`src/rtl/alu_if.sv`:
```
// Operand/result bundle for the single-cycle ALU.
// The master drives the op and operands; the slave returns the registered result.
interface alu_if #(
  parameter int W = 16
);
  logic [2:0]   ALUOp;
  logic [W-1:0] R2;
  logic [W-1:0] R3;
  logic [W-1:0] R1;
  logic         c_out;

  modport master (
    output ALUOp, R2, R3,
    input  R1, c_out
  );

  modport slave (
    input  ALUOp, R2, R3,
    output R1, c_out
  );
endinterface

```
`src/rtl/alu.sv`:
```
// Single-cycle registered ALU: the result of ALUOp(R2,R3) lands in R1/c_out
// one clock after the operands are presented; synchronous active-low reset.
module alu #(
  parameter int W = 16
) (
  input  logic  clk,
  input  logic  rst_n,
  alu_if.slave  bus
);

  typedef enum logic [2:0] {
    OP_PASS = 3'd0,
    OP_AND  = 3'd1,
    OP_OR   = 3'd2,
    OP_ADD  = 3'd3,
    OP_SUB  = 3'd4,
    OP_XOR  = 3'd5,
    OP_SLT  = 3'd6,
    OP_NOR  = 3'd7
  } alu_op_e;

  typedef struct packed {
    logic         c;
    logic [W-1:0] r;
  } alu_rsp_t;

  alu_op_e      op;
  logic [W-1:0] a, b;
  logic [W:0]   sum, dif;
  logic         lt;
  alu_rsp_t     rsp_d, rsp_q;

  assign op = alu_op_e'(bus.ALUOp);
  assign a  = bus.R2;
  assign b  = bus.R3;

  // Both arithmetic paths are W+1 wide so the top bit is the carry (or not-borrow).
  assign sum = {1'b0, a} + {1'b0, b};
  assign dif = {1'b0, a} + {1'b0, ~b} + {{W{1'b0}}, 1'b1};
  assign lt  = $signed(a) < $signed(b);

  always_comb begin
    rsp_d = '0;
    unique case (op)
      OP_PASS: rsp_d.r = a;
      OP_AND:  rsp_d.r = a & b;
      OP_OR:   rsp_d.r = a | b;
      OP_ADD:  rsp_d   = sum;
      OP_SUB:  rsp_d   = dif;
      OP_XOR:  rsp_d.r = a ^ b;
      OP_SLT:  rsp_d.r = {{(W-1){1'b0}}, lt};
      OP_NOR:  rsp_d.r = ~(a | b);
      default: rsp_d   = '0;
    endcase
  end

  always_ff @(posedge clk) begin
    if (!rst_n) rsp_q <= '0;
    else        rsp_q <= rsp_d;
  end

  assign bus.R1    = rsp_q.r;
  assign bus.c_out = rsp_q.c;

endmodule

```
`src/flat_wrapper.sv`:
```
// flat-port wrapper written by rule: the top's interface ports become plain ports
module alu_flat 
#(
  parameter int W = 16
)
  (clk, rst_n, bus_ALUOp, bus_R2, bus_R3, bus_R1, bus_c_out);
  alu_if #(.W(W)) bus_i ();
  input  logic clk;
  input  logic rst_n;
  input wire logic [$bits(bus_i.ALUOp)-1:0] bus_ALUOp;
  input wire logic [$bits(bus_i.R2)-1:0] bus_R2;
  input wire logic [$bits(bus_i.R3)-1:0] bus_R3;
  output wire logic [$bits(bus_i.R1)-1:0] bus_R1;
  output wire logic [$bits(bus_i.c_out)-1:0] bus_c_out;
  assign bus_i.ALUOp = bus_ALUOp;
  assign bus_i.R2 = bus_R2;
  assign bus_i.R3 = bus_R3;
  assign bus_R1 = bus_i.R1;
  assign bus_c_out = bus_i.c_out;
  alu #(.W(W)) u_core (.clk(clk), .rst_n(rst_n), .bus(bus_i));
endmodule
```
`config.mk`:
```
export PLATFORM = sky130hd
export DESIGN_NAME = alu_flat
export DESIGN_NICKNAME = d
export VERILOG_FILES = /design/src/rtl/alu_if.sv /design/src/rtl/alu.sv /design/src/flat_wrapper.sv
export SDC_FILE = /design/constraint.sdc
export NUM_CORES = 1
export LEC_CHECK = 0
export CORE_MARGIN = 1.5
export CORE_UTILIZATION = 60
export CTS_CLUSTER_DIAMETER = 120
export DETAILED_ROUTE_END_ITERATION = 7
export GPL_ROUTABILITY_DRIVEN = 0
export PLACE_DENSITY = 0.86
export SYNTH_ARGS = -nofsm -noshare
export SYNTH_HDL_FRONTEND = slang
export SYNTH_SLANG_ARGS = --single-unit
```
`constraint.sdc`:
```
create_clock -name clk -period 3.31 [get_ports clk]
set_input_delay 0.331 -clock clk [delete_from_list [all_inputs] [get_ports clk]]
set_output_delay 0.331 -clock clk [all_outputs]
set_load 0.01 [all_outputs]
```
Word level (Yosys, flattened, before mapping). Index checks and enable logic that the tools add are counted. W data, S select, Z words.

Logic and storage cells: 21. Register bits: 17. Output and inout port bits: 17. Bits of input ports: 37.

Add/subtract/negate cells: 3. Magnitude comparators: 1. Reduce and logical (&&, ||, !) cells: 1. Equality and inequality tests: 7. Mux-type cells: 2. Bitwise gates (word level): 5.

Operator list (number): $pmux W16 S8 (1); $add A16 B16 Y17 (2); $not A16 Y16 (2); $add A17 B1 Y17 const B (1); $and A16 B16 Y16 (1); $lt A16 B16 Y1 (1); $or A16 B16 Y16 (1); $xor A16 B16 Y16 (1); $eq A3 B3 Y1 const B (4); $eq A3 B2 Y1 const B (2); $eq A3 B1 Y1 const B (1); $logic_not A3 Y1 (1); $pmux W1 S2 (1).

Longest topological paths before layout.
Depth in word-level cells: 4. Gate-level depth with buffers: 10. Mapped depth without buffers: 10.

Worst setup path before layout. OpenSTA, ideal clock, no wires.

Path kind: input to register. Start: input bus_R3[2]. End: register u_core.rsp_q, in the netlist u_core.bus.R1[14]. Setup time: 0.121 ns. Stages on the path: 10. Arrival: 2.147 ns. Slack: 1.042 ns. Buffers on the path: 1. Data required time: 3.189 ns. Cells stage by stage: inv_1 > ha_1 > buf_4 > nor2b_2 > o31ai_4 > a32oi_2 > a211oi_2 > mux2_1 > a31oi_1 > o21ai_1.

Cells in the longest elaborated chain, start to end: 4. Elaborated cells between the ends (all ways): 5. Classes of those cells: add/sub: 3; mux: 1; bitwise: 1.

Ends and longest elaborated chain: from (decl) (RTL line flat_wrapper.sv:12) `input wire logic [$bits(bus_i.R3)-1:0] bus_R3;`; $not A16 Y16 (RTL line alu.sv:39) `assign dif = {1'b0, a} + {1'b0, ~b} + {{W{1'b0}}, 1'b1};`; $add A16 B16 Y17 (RTL line alu.sv:39); $add A17 B1 Y17 (RTL line alu.sv:39); $pmux W16 S8 * (RTL line alu.sv:44) `unique case (op)`; to (signal assigned) (RTL line alu.sv:59) `else rsp_q <= rsp_d;`; to (decl) (RTL line alu.sv:31) `alu_rsp_t rsp_d, rsp_q;`.

Every way passes the cells marked *; elsewhere a longest branch is shown, timed or not. A chain may end at the register's enable or synchronous reset.

Final worst setup path.
Start: input bus_R2[2]. End: register u_core.rsp_q, in the netlist u_core.bus.R1[14].

Cells in the longest elaborated chain, start to end: 3. Elaborated cells between the ends (all ways): 4. Classes of those cells: add/sub: 3; mux: 1.

Ends and longest elaborated chain: from (decl) (RTL line flat_wrapper.sv:11) `input wire logic [$bits(bus_i.R2)-1:0] bus_R2;`; $add A16 B16 Y17 (RTL line alu.sv:39); $add A17 B1 Y17 (RTL line alu.sv:39); $pmux W16 S8 * (RTL line alu.sv:44).

Marks and branches as above.

==> summary.log <==
INFO  status         run_status=finished, final reports clean
INFO  global_route   grt_pass1_vias=3502
INFO  routing        post_drt_wl_per_cell=17.4um
INFO  sta            report.final.setup_viol=0
INFO  routing        num_vias=3694
INFO  routing        drt_first_pass_iters=5
INFO  logic_synthesis synth_flop_cell=dfxtp_1
INFO  floorplanning  floorplan.core_area=0.00547sqmm
INFO  placement      post-place-ws=0.275ns
INFO  layout         areaGrowthSynthToFinish=18.3%
INFO  clocking       cts.hold.buffers_added=0
INFO  logic_synthesis postSynth.asyncResetShare=0
INFO  floorplanning  rows=27
INFO  clocking       cts.root.buffer_cell=clkbuf_8
INFO  sta            finalHoldViolations=0
INFO  global_route   grt.total_usage=0.329
INFO  clocking       tritoncts_buffers=3
INFO  routing        drc=0
INFO  routing        drt-initial-drc-count=310
INFO  power_and_ir_drop power.static_leakage=1.76nW
INFO  sta            timing.fmax=357MHz
INFO  sta            rsz0062_at_grt=no
INFO  sta            setup-tns-final=0ns
INFO  routing        ant_nets=0
INFO  clocking       post-cts-setup-buffer-count=0
INFO  global_route   grt_max_degree=25
INFO  power_and_ir_drop worst_ir_drop_vdd=0.162mV
INFO  worst_setup_path required=3.47ns
INFO  logic_synthesis synthesis.area=0.00339sqmm
INFO  sta            worst_pin_slew=0.947ns
INFO  floorplanning  ioPinCount=54
INFO  logic_synthesis yosys_warn_count=0
INFO  clocking       cts.reportedPaths.clkPinSlew=0.09ns
INFO  clocking       cts_tree=done
INFO  layout         final_design_utilization=0.733
INFO  clocking       post_cts.resized_instances=0
INFO  clocking       cts-htree-levels=1
INFO  floorplanning  floorplan.initialDensity=0.620
INFO  worst_setup_path worstPathMaxFanout=9
INFO  sta            timing.max_slew.rel_slack=0.366
INFO  logic_synthesis cell_count_after_synthesis=456
INFO  layout         layout_commonest_cell=ha_1
INFO  layout         nNetsFinal=597
INFO  global_route   grt-ovfl-total=0
INFO  floorplanning  die_area=0.00611sqmm
INFO  logic_synthesis synth-edff-count=0
INFO  routing        drt-total-wl=9950um
INFO  layout         final-instance-count-excl-fill=572
INFO  routing        post_drt_via_cell_ratio=6.46
INFO  floorplanning  chipWidth=78.2um
INFO  logic_synthesis yosysUniqueCellTypes=79
INFO  clocking       cts_buffer_depth=2
INFO  layout         layout-drive-gt1-share=0.0920
INFO  global_route   antenna_found_initial=0
INFO  worst_setup_path timing.critical_path.to_type=flop
INFO  worst_setup_path worst_ep_arrival_time=2.96ns
INFO  sta            timing_max_transition_violations_final=0
INFO  logic_synthesis avgSynthCellArea=7.44squm
INFO  logic_synthesis yosysSeqAreaShare=0.100
INFO  layout         leading_cell_types_in_the_layout_fill_and_taps_excluded=ha_1 (57), clkdlybuf4s50_1 (53), o21ai_0 (52)
INFO  sta            post-route-min-period=2.80ns
INFO  floorplanning  die_y=78.2um
INFO  worst_setup_path critPathKind=input pin to flop
INFO  placement      place.port_buffers=53
INFO  power_and_ir_drop power_per_cell_area=253mW/mm^2
INFO  worst_setup_path critical_path.startpoint_type=input pin
INFO  hold_path      hp-class=input pin to flop
INFO  sta            postLayoutSetupSlackWorst=0.508ns
INFO  clocking       cts.sinks=17
INFO  logic_synthesis syn_nets=552
INFO  global_route   global_route_wire_length_before_repair=16300um
INFO  sta            post-route-period-util=0.847
INFO  run            drv.max_cap_violation_count=0
INFO  logic_synthesis ys_ff_latch=17
INFO  layout         diodes=0
INFO  placement      post-place-cells=568
INFO  placement      post-dp-hpwl=7290um
## Yosys cell counts, types with 9 or more instances
library cell,n,area (sq um)
inv_1,45,169
o21ai_0,52,260
a31oi_1,13,81.3
a21oi_1,26,130
nand2_1,34,128
clkbuf_1,10,37.5
dfxtp_1,17,340
ha_1,57,713
xnor2_1,9,78.8
nor2_1,42,158
mux2i_1,12,120
## final timing paths
kind,start,cells past startpoint,slack [ns],end
max,bus_R2[2],10,0.51,u_core.bus.R1[14]
min,bus_R2[0],2,0.79,u_core.bus.R1[0]
## state kept, by name, indices dropped and copies added, names as in the netlist
name              flops
u_core.bus.R1        16
u_core.bus.c_out      1
## through the flow
step	hold slack [ns]	total power [mW]	area, sq um
after detailed placement	1.07	0.817	3970
after global placement	1.06	0.802	3970
final	0.794	1.01	4010
after CTS	0.795	0.994	4010
after global routing	0.814	1.07	4010
after floorplan	0.498	0.631	3390
## critical path, cell delays in order
cell	delay, ns
clkdlybuf4s50_1	0.55
inv_1	0.06
ha_1	0.39
nor2b_2	0.22
o31ai_4	0.23
a32oi_2	0.22
a211oi_2	0.34
mux2_1	0.36
a31oi_1	0.16
o21ai_1	0.09
## report_power, final
part           switching (mW)  total [mW]  internal [mW]
logic                   0.339       0.600          0.261
registers             0.00541       0.230          0.225
clock network          0.0991       0.183         0.0843
## layout make-up
cell class                 count  area (sq um)
clock inverter                 1          5.00
multi-input combinational    364          2730
clock buffer                   3          41.3
inverter                      50           188
timing repair buffer          65           621
fill                         445          1460
tap                           72          90.1
sequential                    17           340
## cells by family (layout without fill, tap and decap cells)
kind of cell	after synthesis	count (layout)	share of synthesized area
and+or+nand+nor	112	112	0.160
xor gates and xnor gates	12	12	0.0310
DFF	17	17	0.100
AOI/OAI and AO/OA	168	168	0.353
buffers and inverters	75	119	0.0955
muxes	13	13	0.0387
adders and majority gates	59	59	0.222
## routing by layer
metal,up-vias,track usage,part of all wire
met5,-,0,0
met4,0,0.120,0.023
met3,31,0.0605,0.11
met2,241,0.550,0.46
met1,1690,0.420,0.41
li1,1732,-,-
Power figures use the tool's default switching activity.
